===== config.mk =====
export PLATFORM = sky130hd
export DESIGN_NAME = mem_access_ctrl
export DESIGN_NICKNAME = d
export VERILOG_FILES = /design/src/rtl/mem_access_ctrl.sv
export SDC_FILE = /design/constraint.sdc
export NUM_CORES = 1
export LEC_CHECK = 0
export BUFFER_PORTS_ARGS = -buffer_cell sky130_fd_sc_hd__buf_2
export CORE_MARGIN = 5
export CORE_UTILIZATION = 40
export CTS_BUF_LIST = sky130_fd_sc_hd__clkbuf_8
export CTS_CLUSTER_SIZE = 30
export DETAILED_ROUTE_END_ITERATION = 10
export PLACE_DENSITY_LB_ADDON = 0.25
export SYNTH_ARGS = -nofsm -noshare
export SYNTH_HDL_FRONTEND = slang
export SYNTH_SLANG_ARGS = --single-unit

===== constraint.sdc =====
create_clock -name clk -period 2.1 [get_ports clk]
set_input_delay 0.525 -clock clk [delete_from_list [all_inputs] [get_ports clk]]
set_output_delay 0.525 -clock clk [all_outputs]
set_load 0.01 [all_outputs]

===== src/rtl/mem_access_ctrl.sv =====
// mem_access_ctrl: single-master initiator for the data memory.
// Accepts one load/store burst at a time from the pipeline. It drives WR_EN/RD_EN,
// the address and the write data from registers. Load beats come back one at a time
// with valid/ready backpressure.
module mem_access_ctrl #(
    parameter int WORD_SIZE  = 19,
    parameter int ADDR_WIDTH = 10,
    parameter int LEN_WIDTH  = 3
) (
    input  logic                  clk,
    input  logic                  rst_n,
    // request channel
    input  logic                  req_valid,
    output logic                  req_ready,
    input  logic                  req_we,
    input  logic [ADDR_WIDTH-1:0] req_addr,
    input  logic [LEN_WIDTH-1:0]  req_len,
    // store data channel
    input  logic                  wd_valid,
    output logic                  wd_ready,
    input  logic [WORD_SIZE-1:0]  wd_data,
    // load response channel
    output logic                  rsp_valid,
    input  logic                  rsp_ready,
    output logic [WORD_SIZE-1:0]  rsp_data,
    output logic                  rsp_last,
    // memory side
    output logic                  mem_wr_en,
    output logic                  mem_rd_en,
    output logic [ADDR_WIDTH-1:0] mem_addr,
    output logic [WORD_SIZE-1:0]  mem_wdata,
    input  logic [WORD_SIZE-1:0]  mem_rdata
);

    typedef enum logic [2:0] {
        S_IDLE     = 3'd0,
        S_WR       = 3'd1,
        S_RD_ISSUE = 3'd2,
        S_RD_WAIT  = 3'd3,
        S_RD_RSP   = 3'd4
    } state_t;

    state_t                r_state;
    state_t                w_state_next;

    // Burst bookkeeping: address of the current beat and beats remaining minus one.
    logic [ADDR_WIDTH-1:0] r_cur_addr;
    logic [ADDR_WIDTH-1:0] w_cur_addr_next;
    logic [LEN_WIDTH-1:0]  r_count;
    logic [LEN_WIDTH-1:0]  w_count_next;

    // Registered outputs and their next values.
    logic                  r_mem_wr_en;
    logic                  w_mem_wr_en_next;
    logic                  r_mem_rd_en;
    logic                  w_mem_rd_en_next;
    logic [ADDR_WIDTH-1:0] r_mem_addr;
    logic [ADDR_WIDTH-1:0] w_mem_addr_next;
    logic [WORD_SIZE-1:0]  r_mem_wdata;
    logic [WORD_SIZE-1:0]  w_mem_wdata_next;
    logic                  r_rsp_valid;
    logic                  w_rsp_valid_next;
    logic                  r_rsp_last;
    logic                  w_rsp_last_next;
    logic [WORD_SIZE-1:0]  r_rsp_data;
    logic [WORD_SIZE-1:0]  w_rsp_data_next;

    logic                  w_last_beat;

    assign w_last_beat = (r_count == '0);

    // State register; reset aborts any burst in flight.
    always_ff @(posedge clk or negedge rst_n) begin
        if (!rst_n) begin
            r_state <= S_IDLE;
        end else begin
            r_state <= w_state_next;
        end
    end

    // Next-state logic: one outstanding burst, reads walk ISSUE -> WAIT -> RSP per beat.
    always_comb begin
        w_state_next = r_state;
        case (r_state)
            S_IDLE: begin
                if (req_valid) begin
                    w_state_next = req_we ? S_WR : S_RD_ISSUE;
                end
            end
            S_WR: begin
                if (wd_valid && w_last_beat) begin
                    w_state_next = S_IDLE;
                end
            end
            S_RD_ISSUE: begin
                w_state_next = S_RD_WAIT;
            end
            S_RD_WAIT: begin
                w_state_next = S_RD_RSP;
            end
            S_RD_RSP: begin
                if (rsp_ready) begin
                    w_state_next = r_rsp_last ? S_IDLE : S_RD_ISSUE;
                end
            end
            default: begin
                w_state_next = S_IDLE;
            end
        endcase
    end

    // Output logic: computes next values of the registered outputs.
    // RD_EN is raised on the transition into RD_ISSUE, so the memory samples it at the end of
    // RD_ISSUE and its read data is stable throughout RD_WAIT, where it is captured.
    always_comb begin
        w_cur_addr_next  = r_cur_addr;
        w_count_next     = r_count;
        w_mem_wr_en_next = 1'b0;
        w_mem_rd_en_next = 1'b0;
        w_mem_addr_next  = r_mem_addr;
        w_mem_wdata_next = r_mem_wdata;
        w_rsp_valid_next = r_rsp_valid;
        w_rsp_last_next  = r_rsp_last;
        w_rsp_data_next  = r_rsp_data;
        case (r_state)
            S_IDLE: begin
                if (req_valid) begin
                    w_cur_addr_next = req_addr;
                    w_count_next    = req_len;
                    if (!req_we) begin
                        w_mem_rd_en_next = 1'b1;
                        w_mem_addr_next  = req_addr;
                    end
                end
            end
            S_WR: begin
                if (wd_valid) begin
                    w_mem_wr_en_next = 1'b1;
                    w_mem_addr_next  = r_cur_addr;
                    w_mem_wdata_next = wd_data;
                    w_cur_addr_next  = r_cur_addr + 1'b1;
                    w_count_next     = r_count - 1'b1;
                end
            end
            S_RD_WAIT: begin
                w_rsp_data_next  = mem_rdata;
                w_rsp_valid_next = 1'b1;
                w_rsp_last_next  = w_last_beat;
            end
            S_RD_RSP: begin
                if (rsp_ready) begin
                    w_rsp_valid_next = 1'b0;
                    w_rsp_last_next  = 1'b0;
                    // Next beat is issued only once the current one has been taken.
                    if (!r_rsp_last) begin
                        w_cur_addr_next  = r_cur_addr + 1'b1;
                        w_count_next     = r_count - 1'b1;
                        w_mem_rd_en_next = 1'b1;
                        w_mem_addr_next  = r_cur_addr + 1'b1;
                    end
                end
            end
            default: begin
            end
        endcase
    end

    // Datapath and output registers.
    always_ff @(posedge clk or negedge rst_n) begin
        if (!rst_n) begin
            r_cur_addr  <= '0;
            r_count     <= '0;
            r_mem_wr_en <= 1'b0;
            r_mem_rd_en <= 1'b0;
            r_mem_addr  <= '0;
            r_mem_wdata <= '0;
            r_rsp_valid <= 1'b0;
            r_rsp_last  <= 1'b0;
            r_rsp_data  <= '0;
        end else begin
            r_cur_addr  <= w_cur_addr_next;
            r_count     <= w_count_next;
            r_mem_wr_en <= w_mem_wr_en_next;
            r_mem_rd_en <= w_mem_rd_en_next;
            r_mem_addr  <= w_mem_addr_next;
            r_mem_wdata <= w_mem_wdata_next;
            r_rsp_valid <= w_rsp_valid_next;
            r_rsp_last  <= w_rsp_last_next;
            r_rsp_data  <= w_rsp_data_next;
        end
    end

    // Handshake readies are the only combinational outputs.
    assign req_ready = (r_state == S_IDLE);
    assign wd_ready  = (r_state == S_WR);

    assign mem_wr_en = r_mem_wr_en;
    assign mem_rd_en = r_mem_rd_en;
    assign mem_addr  = r_mem_addr;
    assign mem_wdata = r_mem_wdata;
    assign rsp_valid = r_rsp_valid;
    assign rsp_last  = r_rsp_last;
    assign rsp_data  = r_rsp_data;

endmodule


==> run metrics, run 1 <==
status finished clean; antenna cells 0; via/cell ratio 5.38; maximum clock rate 491 MHz; Initial DRC Count 152; startpoint types flip-flop; Root Driver clkbuf_8; Most Used Layer, Global Route met2; post-synth net total 363; Synth Flop Type dfrtp_1; Clock Latency Late Sink 0.34 ns; initial core utilization 0.410; # setup viols final 0; Final HPWL DP 6450 um; IO buf count 110; Max VDD drop 0.801 mV; leakage power 2.01 nW; cell taking the most area after synthesis dfrtp_1; switching power 0.00308 W; Slowest-stage cell, CP dfrtp_2; Yosys reg bits 68; clk_skew 0.00738 ns; sw frac 0.410; Global Route met3 Usage 0.0331; Slew @ Worst Pin 0.354 ns; met2 Track Usage GR 0.281; initial antenna violation count 0; post-synthesis sequential area ratio 0.505; Yosys warnings 0; DRC errors left 0; fin crit share 0.971; power share of the combinational group 0.504; crit path time final 2.04 ns; clock share of power 0.165; top-count cell post-synth dfrtp_1; CP cell instances buf_12 -> or3b_4 -> inv_2 -> buf_2; Rows 33; clock-pin slew on the worst setup and hold paths 0.08 ns; Max Root-Sink Buffers 2; first-pass GRT wire length 13800 um; WS Path Type reg2out; post-route cell area 4350 sq um; Die Wd 102 um; mapped cell area 3370 sq um; arrival time worst endpoint 1.51 ns; Fin. Hold Viols 0; TritonCTS clock tree yes; Hold Crit Class in2async; WL/cell 16.4 um; end-of-flow core utilization 0.529; number of flops mapped to enable cells by yosys 0; synth top area cells dfrtp_1 (51%), mux2_1 (11%), buf_2 (2.4%); max cap viols 0; height of the die 102 um; Worst Hold Margin 0.185 ns; final net count 480; CP Capture Type primary output; routed via count 2854; placed standard-cell area 4070 sq um; TritonCTS Buffers 9; core region area 8220 sq um; Commonest cells post-synth dfrtp_1 (68), mux2_1 (34), nand2_1 (19), buf_2 (16), a21oi_1 (15); H-Tree Depth 3; Total Routing Usage GR 0.171; unrepaired setup endpoints after global routing no; area share of the largest cell type after synthesis 0.505; Worst Path Required 1.57 ns; Post-Synthesis Cells 303; max-slew violations 0; TNS Setup 0 ns; io pins 111; vias in the first global route 2807; Slew headroom 0.758; Area Overhead vs Synth 29.0%; total clock sinks 68; Avg Synthesized Cell Area 11.1 sq um; Largest stage delay, worst path 0.43 ns; post-route ant nets 0; DIE AREA 10400 sq um; met1 usage 0.220; Int Pwr 0.00444 W; Post-synth ARST share 1.00; Cell variety after synth 52; DR pass1 iterations 4; routed wire length 8720 um; largest net degree at the start of global routing 69; gr ovfl total 0; GP Congestion 0.927; share of power burned in registers 0.331; Power Density 1730 nW/um^2; Max Fanout on Critical Path 7; layout cell share with drive strength beyond 1 0.376
-- routing by layer --
metal,vias up,wire length (um)
met5,-,0
met4,0,111
met3,11,584
met2,98,4180
met1,1386,3840
li1,1359,-
-- power by group through the flow --
| stage | combinational, W | sequential, W | clock, W |
|---|---|---|---|
| final | 0.00379 | 0.00249 | 0.00124 |
| after global routing | 0.00416 | 0.00258 | 0.00134 |
| after CTS | 0.00376 | 0.00249 | 0.00128 |
| after detailed placement | 0.00373 | 0.00251 | 0 |
| after global placement | 0.00366 | 0.00248 | 0 |
| after floorplan | 0.00234 | 0.00260 | 0 |
-- path summary, 6_finish.rpt --
kind	from	endpoint	slack [ns]	cells past startpoint
worst min-delay path	rst_n	rsp_data[15]	0.18	2
worst max register to register	r_state[2]	mem_addr[0]	0.13	6
min in group clk	mem_rdata[14]	rsp_data[14]	0.39	2
max in group asynchronous	rst_n	r_state[0]	1.61	2
worst max-delay path	r_state[2]	wd_ready	0.06	4
worst min register to register	rsp_valid	rsp_valid	0.48	2
-- state kept, by name, summed over array words and instances, names as in the netlist --
register and count:
mem_wdata 19, rsp_data 19, mem_addr 10, r_cur_addr 10, r_count 3, r_state 3
mem_rd_en 1, mem_wr_en 1, rsp_last 1, rsp_valid 1
-- placed cells by master, fill, tap and decap left out, drive strengths merged, types with 3 or more instances in the layout --
cell       n
buf      125
mux2      41
nor3b      3
inv       12
clkbuf    10
o31ai      4
nand2     19
mux2i      7
nor3       8
dfrtp     68
nor2      12
o22ai      5
ha         3
a22oi      7
nand3      7
a31oi      8
nand4      3
a21oi     16
clkinv     3
and2       3
a2bb2oi    5
o21a       3
o21ai     19
-- kinds of logic (layout without fill, tap and decap cells) --
group           after synthesis  after routing  share of synthesized area
xor+xnor                      3              3                    0.00780
flops                        68             68                      0.505
buf+inv                      30            152                     0.0427
fa+ha+maj                     3              3                     0.0111
mux                          48             48                      0.158
simple gates                 64             64                     0.0966
compound gates               87             87                      0.179
-- through the flow --
step,instances,total power [W],worst slack (ns)
floorplan,303,0.00494,0.357
global placement,510,0.00613,0.224
detailed placement,510,0.00624,0.159
CTS,527,0.00753,0.00682
global route,530,0.00809,0.0142
finish,530,0.00752,0.0615
-- area by class of cell --
cell class	instances	area, sq um
inverter	11	41.3
multi-input combinational	205	1530
sequential	68	1710
clock buffer	10	138
timing repair buffer	125	701
tap	105	131
fill	789	3870
clock inverter	6	95.1
-- critical path, delay by kind of cell, from the launching register on --
kind	cells	cell delay, ns
buffers and inverters	3	0.33
DFF	1	0.43
and+or+nand+nor	1	0.41
-- repair_timing --
action | 4_1_cts | 5_1_grt
buffers inserted | 1 | 3
endpoints found under the setup margin | 1 | 3
hold buffers | 0 | 0
gates resized for setup | 4 | 2
pin swaps | 0 | 1
No activity file was read; power rests on OpenSTA's default activity.
==> run 2: changes to the inputs <==
- CORE_ASPECT_RATIO: unset -> 1.4
==> run metrics, run 2 (synthesis gave the netlist of run 1 again) <==
Final HPWL DP 6730 um (was 6450 um); status finished clean (unchanged); post-route ant nets 0 (unchanged); Max Fanout on Critical Path 12 (was 7); WS Path Type reg2out (unchanged); H-Tree Depth 3 (unchanged); CP bufs+invs 3 (unchanged); # setup viols final 0 (unchanged); max-slew violations 0 (unchanged); Rows 39 (was 33); WL/cell 16.9 um (was 16.4 um); DP Cell Count 511 (was 510); most common cell after layout, fill and taps aside buf_2 (unchanged); Largest stage delay, worst path 0.44 ns (was 0.43 ns); clk_skew 0.00955 ns (was 0.00738 ns); Worst Path Required 1.57 ns (about the same); Area Overhead vs Synth 29.8% (was 29.0%); Slew headroom 0.623 (was 0.758); Die Wd 87.6 um (was 102 um); post-route worst setup slack 0.0708 ns (was 0.0615 ns); fin crit share 0.966 (was 0.971); leakage power 2.01 nW (about the same); antenna cells 0 (unchanged); unrepaired setup endpoints after global routing no (unchanged); Max VDD drop 0.782 mV (was 0.801 mV); via/cell ratio 5.35 (was 5.38); layout cell share with drive strength beyond 1 0.381 (was 0.376); routed via count 2835 (was 2854); max cap viols 0 (unchanged); most frequent cells in the layout buf_2 (109), dfrtp_1 (65), mux2_1 (34) (was buf_2 (110), dfrtp_1 (65), mux2_1 (34)); final net count 483 (was 480); IO buf count 110 (unchanged); Power Density 1710 nW/um^2 (was 1730 nW/um^2); Clock Latency Late Sink 0.34 ns (about the same); Root Driver clkbuf_8 (unchanged); Initial DRC Count 99 (was 152); Final Power 0.00747 W (was 0.00752 W); startpoint types flip-flop (unchanged); Hold Crit Class in2async (unchanged); initial core utilization 0.411 (was 0.410); CP Capture Type primary output (unchanged); io pins 111 (unchanged); GP Congestion 0.885 (was 0.927); Slowest-stage cell, CP dfrtp_2 (unchanged); clock-pin slew on the worst setup and hold paths 0.08 ns (about the same); CP cell instances buf_12 -> or3b_4 -> inv_4 -> buf_6 (was buf_12 -> or3b_4 -> inv_2 -> buf_2); core region area 8200 sq um (was 8220 sq um); DIE AREA 10400 sq um (about the same); # hold bufs at CTS 0 (unchanged); Total Routing Usage GR 0.173 (was 0.171); Post-Place Setup Slack 0.158 ns (was 0.159 ns); DR pass1 iterations 4 (unchanged); Max Root-Sink Buffers 2 (unchanged); TritonCTS clock tree yes (unchanged); first-pass GRT wire length 14100 um (was 13800 um); vias in the first global route 2896 (was 2807); TNS Setup 0 ns (unchanged); DRC errors left 0 (unchanged); TritonCTS Buffers 9 (unchanged); placed standard-cell area 4110 sq um (was 4070 sq um); largest net degree at the start of global routing 27 (was 69); non-filler cells, final 530 (unchanged); arrival time worst endpoint 1.50 ns (was 1.51 ns); total clock sinks 68 (unchanged); height of the die 119 um (was 102 um); Fin. Hold Viols 0 (unchanged); post-route cell area 4370 sq um (was 4350 sq um); crit-path leading delay family flip-flops (unchanged); maximum clock rate 493 MHz (was 491 MHz); crit path time final 2.03 ns (was 2.04 ns); routed wire length 8930 um (was 8720 um); initial antenna violation count 0 (unchanged); gr ovfl total 0 (unchanged); Slew @ Worst Pin 0.565 ns (was 0.354 ns)
run 2: cell types whose count changed in the layout (fill, tap and decap cells not counted), sizes merged:
cell | before | now
clkinv | 3 | 2
bufinv | 2 | 1
buf | 125 | 127
clkinvlp | 0 | 3
run 2: through the flow:
step	hold WS [ns]	util
2_1_floorplan	0.229	-
3_3_place_gp	0.461	0.501
3_5_place_dp	0.469	0.501
4_1_cts	0.168	0.528
5_1_grt	0.194	0.533
6_report	0.163	0.533
run 2: power breakdown:
group	switching, W	internal (W)
clock	0.000521	0.000552
sequential	0.000507	0.00199
combinational	0.00206	0.00184
total	0.00309	0.00438
run 2: what timing repair did:
item                                    4_1_cts  5_1_grt
endpoints found under the setup margin        2        2
cloned                                        0        1
gates resized for setup                       7        3
setup buffers                                 1        1
run 2: path summary, 6_finish.rpt:
kind,depth (start not counted),from,slack (ns),endpoint
hold / removal,1,rst_n,0.16,mem_wdata[16]
setup reg to reg,5,r_state[2],0.19,mem_addr[3]
min in group clk,2,mem_rdata[4],0.40,rsp_data[4]
setup / recovery,4,r_state[2],0.07,wd_ready
hold reg to reg,1,mem_wdata[12],0.48,mem_wdata[12]
max in group asynchronous,2,rst_n,1.40,mem_wdata[7]
run 2: routing by layer:
layer | part of all wire | vias up | track usage
li1 | - | 1366 | -
met1 | 0.40 | 1333 | 0.216
met2 | 0.50 | 121 | 0.284
met3 | 0.080 | 15 | 0.0424
met4 | 0.023 | 0 | 0.0662
met5 | 0 | - | 0
run 2: cell type report:
cell class | instances | area [sq um]
fillers | 753 | 3820
flip-flops and latches | 68 | 1710
multi-input cells | 205 | 1530
repair buffers | 128 | 772
well taps | 102 | 128
clock buffers | 9 | 124
clock inverters | 7 | 75.1
inverters | 11 | 43.8
run 2: worst reg2reg max path, cell delays in order (launching register included):
cell,delay [ns]
dfrtp_2,0.44
buf_4,0.16
a21oi_1,0.23
o221a_2,0.46
nand2_1,0.20
o31ai_1,0.32
==> run 3: changes to the inputs <==
- RECOVER_POWER: unset -> 25
==> run metrics, run 3 (synthesis gave the netlist of run 1 again) <==
status finished clean (unchanged); CP Capture Type primary output (unchanged); H-Tree Depth 3 (unchanged); via/cell ratio 5.39 (was 5.35); antenna cells 0 (unchanged); crit path time final 2.02 ns (was 2.03 ns); DRC errors left 0 (unchanged); max-slew violations 0 (unchanged); reg2reg path depth 5 (unchanged); initial core utilization 0.411 (unchanged); height of the die 119 um (unchanged); Max VDD drop 0.772 mV (was 0.782 mV); non-filler cells, final 530 (unchanged); maximum clock rate 494 MHz (was 493 MHz); Multi-input gate area 1530 sq um (unchanged); DR pass1 iterations 4 (unchanged); clk_skew 0.00925 ns (was 0.00955 ns); Rows 39 (unchanged); unrepaired setup endpoints after global routing no (unchanged); DP Cell Count 511 (unchanged); most frequent cells in the layout buf_2 (108), dfrtp_1 (65), mux2_1 (34) (was buf_2 (109), dfrtp_1 (65), mux2_1 (34)); routed wire length 8880 um (was 8930 um); DIE AREA 10400 sq um (unchanged); # hold bufs at CTS 0 (unchanged); TritonCTS Buffers 9 (unchanged); post-route ant nets 0 (unchanged); # setup viols final 0 (unchanged); storage element area 1710 sq um (unchanged); Fin. Hold Viols 0 (unchanged); GP Congestion 0.885 (unchanged); Fillers 757 (was 753); Clock Latency Late Sink 0.34 ns (about the same); Power Density 1720 nW/um^2 (was 1710 nW/um^2); Final HPWL DP 6730 um (unchanged); clock-pin slew on the worst setup and hold paths 0.08 ns (about the same); Worst Hold Margin 0.395 ns (was 0.163 ns); startpoint types flip-flop (unchanged); end-of-flow core utilization 0.530 (was 0.533); final net count 483 (unchanged); TritonCTS clock tree yes (unchanged); Max Root-Sink Buffers 2 (unchanged); Area Overhead vs Synth 28.9% (was 29.8%); Hold Crit Class in2async (unchanged); IO buf count 110 (unchanged); io pins 111 (unchanged); arrival time worst endpoint 1.50 ns (about the same); Total Routing Usage GR 0.173 (unchanged); Slew @ Worst Pin 1.19 ns (was 0.565 ns); largest net degree at the start of global routing 27 (unchanged); Die Wd 87.6 um (unchanged); vias in the first global route 2896 (unchanged); layout cell share with drive strength beyond 1 0.379 (was 0.381); TNS Setup 0 ns (unchanged); gr ovfl total 0 (unchanged); Worst Path Required 1.57 ns (about the same); Max Fanout on Critical Path 12 (unchanged); core region area 8200 sq um (unchanged); total clock sinks 68 (unchanged); leakage power 2.00 nW (was 2.01 nW); initial antenna violation count 0 (unchanged); fin crit share 0.964 (was 0.966); Slew headroom 0.208 (was 0.623); max cap viols 0 (unchanged); routed via count 2857 (was 2835); WL/cell 16.8 um (was 16.9 um); WS Path Type reg2out (unchanged); first-pass GRT wire length 14100 um (unchanged); Root Driver clkbuf_8 (unchanged); Initial DRC Count 84 (was 99); most common cell after layout, fill and taps aside buf_2 (unchanged)
[run 3: cell types whose count changed in the layout (fill, tap and decap cells not counted)]
cell / before / now
buf_12: 5 / 3
buf_2: 109 / 108
clkbuf_2: 0 / 2
clkbuf_1: 0 / 1
[run 3: through the flow]
stage | setup slack [ns] | instance area, sq um | total power (W)
2_1_floorplan | 0.357 | 3370 | 0.00494
4_1_cts | 0.0216 | 4330 | 0.00747
3_3_place_gp | 0.174 | 4110 | 0.00622
3_5_place_dp | 0.158 | 4110 | 0.00633
5_1_grt | 0.00759 | 4340 | 0.00807
6_report | 0.0762 | 4340 | 0.00745
[run 3: critical path, cell delays in order, from the launching register on]
cell     delay [ns]
dfrtp_2        0.44
buf_12         0.15
or3b_4         0.40
inv_4          0.07
buf_6          0.09
[run 3: layout make-up]
cell class | count | area share
Timing Repair Buffer | 128 | 0.171
Clock buffer | 9 | 0.0285
Inverter | 11 | 0.0101
Multi-Input combinational cell | 205 | 0.351
Clock inverter | 7 | 0.0173
Sequential cell | 68 | 0.393
Tap cell | 102 | 0.0294
[run 3: repair_timing]
item                                    CTS  global route
resized for setup                         7             3
endpoints found under the setup margin    2             2
buffers inserted                          1             1
gates cloned                              0             1
[run 3: where the power goes]
part | internal (W) | leakage (nW) | switching [W] | total [W]
Sequential | 0.00199 | 0.795 | 0.000503 | 0.00249
Combinational | 0.00183 | 1.11 | 0.00205 | 0.00389
Clock | 0.000552 | 0.0918 | 0.000522 | 0.00107
[run 3: final timing paths]
kind                          startpoint             to  slack (ns)
max                           r_state[2]       wd_ready        0.08
min reg2reg                mem_wdata[12]  mem_wdata[12]        0.48
max in group asynchronous          rst_n  r_cur_addr[2]        0.47
min in group clk            mem_rdata[4]    rsp_data[4]        0.40
max reg2reg                   r_state[2]    mem_addr[3]        0.20
min                                rst_n  mem_wdata[16]        0.40
[run 3: routing by layer]
| layer | vias up | GRT usage | wire [um] |
|---|---|---|---|
| li1 | 1368 | - | - |
| met1 | 1367 | 0.216 | 3520 |
| met2 | 107 | 0.284 | 4470 |
| met3 | 15 | 0.0424 | 685 |
| met4 | 0 | 0.0662 | 206 |
| met5 | - | 0 | 0 |
